**src/rtl/pmux_ift_pipe.sv**
```systemverilog
// Registered one-hot pmux with taint tracking and a saturating tainted-beat counter; latency 1.
// Backpressure: in_ready = !out_valid || out_ready, so a held beat stalls input and drain+accept has no bubble.
module pmux_ift_pipe #(
  parameter int WIDTH   = 2,
  parameter int N       = 4,
  parameter int TAINT_W = 32,
  parameter int PRECISE = 0,
  parameter int CNT_W   = 8
) (
  input  logic                 CLK,
  input  logic                 RST_N,
  input  logic [WIDTH-1:0]     A,
  input  logic [TAINT_W-1:0]   A_t,
  input  logic [WIDTH*N-1:0]   B,
  input  logic [TAINT_W*N-1:0] B_t,
  input  logic [N-1:0]         S,
  input  logic [TAINT_W-1:0]   S_t,
  input  logic                 in_valid,
  output logic                 in_ready,
  output logic [WIDTH-1:0]     Y,
  output logic [TAINT_W-1:0]   Y_t,
  output logic                 out_valid,
  input  logic                 out_ready,
  input  logic                 cnt_clr,
  output logic [CNT_W-1:0]     taint_cnt
);

  logic [WIDTH-1:0]   sel;
  logic [TAINT_W-1:0] dt;
  logic [TAINT_W-1:0] st;
  logic [TAINT_W-1:0] nxt_t;
  logic               found;
  logic               differs;
  logic               accept;

  // Lowest set select bit wins; S == 0 falls back to A.
  always_comb begin
    sel   = A;
    dt    = A_t;
    found = 1'b0;
    for (int i = 0; i < N; i++) begin
      if (S[i] && !found) begin
        found = 1'b1;
        sel   = B[i*WIDTH +: WIDTH];
        dt    = B_t[i*TAINT_W +: TAINT_W];
      end
    end
  end

  // The select only leaks information if some candidate would have produced a different value.
  always_comb begin
    differs = (A != sel);
    for (int i = 0; i < N; i++) begin
      if (B[i*WIDTH +: WIDTH] != sel) differs = 1'b1;
    end
  end

  assign st       = ((PRECISE == 0) || differs) ? S_t : '0;
  assign nxt_t    = dt | st;
  assign in_ready = !out_valid || out_ready;
  assign accept   = in_valid && in_ready;

  always_ff @(posedge CLK) begin
    if (!RST_N) begin
      out_valid <= 1'b0;
      Y         <= '0;
      Y_t       <= '0;
    end else if (accept) begin
      out_valid <= 1'b1;
      Y         <= sel;
      Y_t       <= nxt_t;
    end else if (out_ready) begin
      out_valid <= 1'b0;
    end
  end

  always_ff @(posedge CLK) begin
    if (!RST_N) begin
      taint_cnt <= '0;
    end else if (cnt_clr) begin
      taint_cnt <= '0;
    end else if (accept && (nxt_t != '0) && (taint_cnt != {CNT_W{1'b1}})) begin
      taint_cnt <= taint_cnt + 1'b1;
    end
  end

endmodule

```
**config.mk**
```make
export PLATFORM = sky130hd
export DESIGN_NAME = pmux_ift_pipe
export DESIGN_NICKNAME = d
export VERILOG_FILES = /design/src/rtl/pmux_ift_pipe.sv
export SDC_FILE = /design/constraint.sdc
export NUM_CORES = 1
export LEC_CHECK = 0
export ABC_CLOCK_PERIOD_IN_PS = 3150
export BUFFER_PORTS_ARGS = -buffer_cell sky130_fd_sc_hd__buf_2
export CELL_PAD_IN_SITES_DETAIL_PLACEMENT = 2
export CELL_PAD_IN_SITES_GLOBAL_PLACEMENT = 2
export CORE_AREA = 2 2 128 130
export DETAILED_ROUTE_END_ITERATION = 7
export DIE_AREA = 0 0 130 132
export GPL_ROUTABILITY_DRIVEN = 0
export GPL_TIMING_DRIVEN = 0
export PLACE_DENSITY_LB_ADDON = 0.1
export SLEW_MARGIN = 40
export SYNTH_ARGS = -nofsm -noshare
export SYNTH_HDL_FRONTEND = slang
export SYNTH_SLANG_ARGS = --single-unit
```
**constraint.sdc**
```tcl
create_clock -name CLK -period 3.15 [get_ports CLK]
set_input_delay 0.4725 -clock CLK [delete_from_list [all_inputs] [get_ports CLK]]
set_output_delay 0.4725 -clock CLK [all_outputs]
set_load 0.05 [all_outputs]
```
==> summary.txt <==
Floorplan
  – Die Area: 17160 µm²
  – Core area: 15710 µm²
  – Io pins: 255
  – Die height: 132 µm
  – Starting Density: 18.78%
  – Width of the die: 130 µm
  – Site Rows: 46

Pwr
  – Clock share of power: 30.9%
  – Pint: 1.101 mW
  – Lkg Pwr: 2.247 nW
  – P_sw: 0.6332 mW
  – Worst VDD drop: 0.2113 mV
  – Comb pwr share: 34.5%
  – Pwr/cell area: 374.3 nW/µm²
  – Switching Share: 36.50%
  – Sequential share of power: 34.6%

CTS
  – Root Buffer: clkbuf_16
  – Post-CTS sizing: 0
  – Skew-Pair Late Insertion Delay: 0.29 ns
  – Post-CTS Setup Bufs: 0
  – TritonCTS clock tree: yes
  – Clock sinks: 43
  – CTS buffer count: 5
  – CTS max path bufs: 2
  – Clock transition at path regs: 0.07 ns
  – CTS Hold Bufs: 0
  – H-tree levels: 2

Cells and area
  – Final std cells w/o fill: 844
  – Ratio of cells with drive above 1 in the final layout: 44.66%
  – Final #Nets: 838
  – Layout area overhead: 57.02%
  – Fin util: 29.50%

Timing
  – Headroom to the max-slew limit: 56.51%
  – Worst clock skew: 0.002213 ns
  – Fmax: 352.9 MHz
  – Crit share post-route: 89.96%
  – Final setup viols: 0
  – Fin crit period: 2.834 ns
  – Final Max Slew Viols: 0
  – Unrepaired setup endpoints after global routing: no
  – Final Hold Vio Count: 0
  – Slew @ Worst Pin: 0.6496 ns

Detailed routing
  – Drt drc: 0
  – DRT iter0 DRCs: 103
  – Drt first pass iters: 4
  – Routed len/inst: 20.67 µm
  – WL final: 17450 µm
  – Via-to-Cell Ratio: 4.845
  – ANT nets after route: 0
  – Via count: 4089

GRT
  – Total GRT Usage: 19.83%
  – First-pass GRT wire length: 26250 µm
  – Initial antenna violation count: 1
  – Grt ovf: 0
  – Pin count of the biggest net entering global routing: 16
  – Vias in the first global route: 4559

Synth
  – Combinational family with the most area after synthesis: compound AO/OA/AOI/OAI gates
  – Adder-Cell Fraction of Synth Area: 0.4239%
  – Ys flop type: dfxtp_1
  – Sequential fraction of the synthesis area: 29.16%
  – Synthesized area per cell: 8.042 µm²
  – Number of synthesized flops with an enable pin: 0
  – Post-synthesis xor/xnor area fraction: 0.2967%
  – Register bit total from synthesis: 43
  – Compound-Gate Fraction of Synth Area: 46.55%
  – Synth Instances: 367
  – Synth Net Count: 579
  – Simple-Gate Fraction of Synth Area: 15.39%
  – Cell variety after synth: 42
  – Synth warn: 0
  – Multiplexer share of the synthesized area: 1.357%
  – Syn Std Cell Area: 2952 µm²
  – Ys async rst share: 0%

Min path
  – Hold WC Path Type: primary input to flip-flop

Critical path
  – Crit path launch type: primary input
  – Worst-path cell chain: buf_2 -> buf_2 -> nor4b_4 -> buf_6 -> a221oi_1 -> o21ai_1 -> nor4_1 -> and4_4 -> a221oi_4 -> buf_6 -> nand4_1 -> mux2i_1
  – Critical Path RT: 3.33 ns
  – Critical Path Max Stage Delay: 0.58 ns
  – Setup CP Type: primary input to flip-flop
  – Crit path max fanout: 10
  – CP endpoint kind: flip-flop
  – Critical path's slowest cell: nor4b_4
  – CP arrival: 3.01 ns

Status
  – Run status: finished clean

Place
  – Cell Count Post-Placement: 835
  – Detailed Place HPWL: 15060 µm
  – IO Port Bufs: 252

Flow run
  – Max cap viols: 0
-- logic make-up after synthesis --
logic type	Yosys count
DFF	43
xor gates and xnor gates	1
and+or+nand+nor	96
adders and majority gates	1
muxes	4
AOI/OAI and AO/OA	180
buffers and inverters	42
-- state kept, by name, summed over array words and instances (netlist names) --
name,flops
out_valid,1
Y,2
taint_cnt,8
Y_t,32
-- layout by cell type (no fill, tap or decap), types with 2 or more instances in the layout --
cell type,instances
nor2_1,9
a21boi_1,2
nand4_1,6
nand3_1,2
a21boi_0,17
nand2b_1,4
inv_1,3
o22ai_1,16
a31o_1,2
a221oi_1,48
nor4_1,4
and3_1,2
a21oi_1,22
o211a_1,16
dfxtp_1,43
clkinvlp_4,2
o21bai_1,16
buf_2,260
o21ai_1,19
buf_6,4
mux2i_1,4
o31a_1,16
nand2_1,61
clkbuf_16,5
clkbuf_1,24
-- layer usage --
metal	routed length [µm]	track usage [%]	up-vias
li1	-	-	1954
met1	6851	22.44	1948
met2	8921	37.14	169
met3	1348	4.667	18
met4	327	4.301	0
met5	0	0	-
-- stage by stage --
stage,hold slack [ns],setup slack (ns),instance area [µm²],power (mW),setup TNS [ns]
after detailed placement,0.4560,-0.05654,4483,1.219,-0.1871
after floorplan,0.6114,0.6399,2952,0.9476,0
after global routing,0.4514,0.08306,4634,1.838,0
final,0.4525,0.3164,4634,1.735,0
after CTS,0.4444,0.2513,4632,1.763,0
after global placement,0.4471,-0.01020,4483,1.208,-0.01049
-- layout make-up --
cell class | count | area (µm²)
multi-input combinational | 282 | 1889
inverter | 4 | 15.01
fill | 1904 | 11080
antenna | 1 | 2.502
sequential | 43 | 860.8
buffer | 38 | 186.4
clock buffer | 5 | 125.1
timing repair buffer | 252 | 1261
tap | 216 | 270.3
clock inverter | 3 | 23.77
-- power groups by stage --
stage	clock, mW	combinational [mW]	sequential [mW]
floorplan	0	0.208	0.740
global placement	0	0.597	0.612
detailed placement	0	0.606	0.613
CTS	0.554	0.609	0.601
global route	0.581	0.652	0.606
finish	0.536	0.599	0.600
-- critical path, delay by kind of cell --
| family | cells | cell delay, ns |
|---|---|---|
| simple gates | 4 | 1.01 |
| buf+inv | 4 | 0.71 |
| compound gates | 3 | 0.66 |
| mux | 1 | 0.14 |
-- Yosys cell counts, types with 2 or more instances --
| library cell | count | area [µm²] |
|---|---|---|
| nand2_1 | 61 | 229.0 |
| a221oi_1 | 48 | 420.4 |
| dfxtp_1 | 43 | 860.8 |
| clkbuf_1 | 24 | 90.09 |
| a21oi_1 | 22 | 110.1 |
| o21ai_1 | 19 | 95.09 |
| a21boi_0 | 17 | 127.6 |
| o211a_1 | 16 | 160.2 |
| o21bai_1 | 16 | 120.1 |
| o22ai_1 | 16 | 100.1 |
| o31a_1 | 16 | 140.1 |
| nor2_1 | 9 | 33.78 |
| buf_2 | 8 | 40.04 |
| nand4_1 | 6 | 37.54 |
| buf_6 | 4 | 45.04 |
| mux2i_1 | 4 | 40.04 |
| nand2b_1 | 4 | 25.02 |
| nor4_1 | 4 | 25.02 |
| inv_1 | 3 | 11.26 |
| a21boi_1 | 2 | 15.01 |
| a31o_1 | 2 | 17.52 |
| and3_1 | 2 | 12.51 |
| nand3_1 | 2 | 10.01 |
-- final timing paths --
kind,start,end,slack (ns),cells past startpoint
max,S[2],taint_cnt[5],0.32,12
min,in_valid,out_valid,0.45,3
max reg2reg,out_valid,Y_t[27],1.32,6
min reg2reg,Y[0],Y[0],0.46,2
Note: power is estimated with default switching activity, not from simulation.
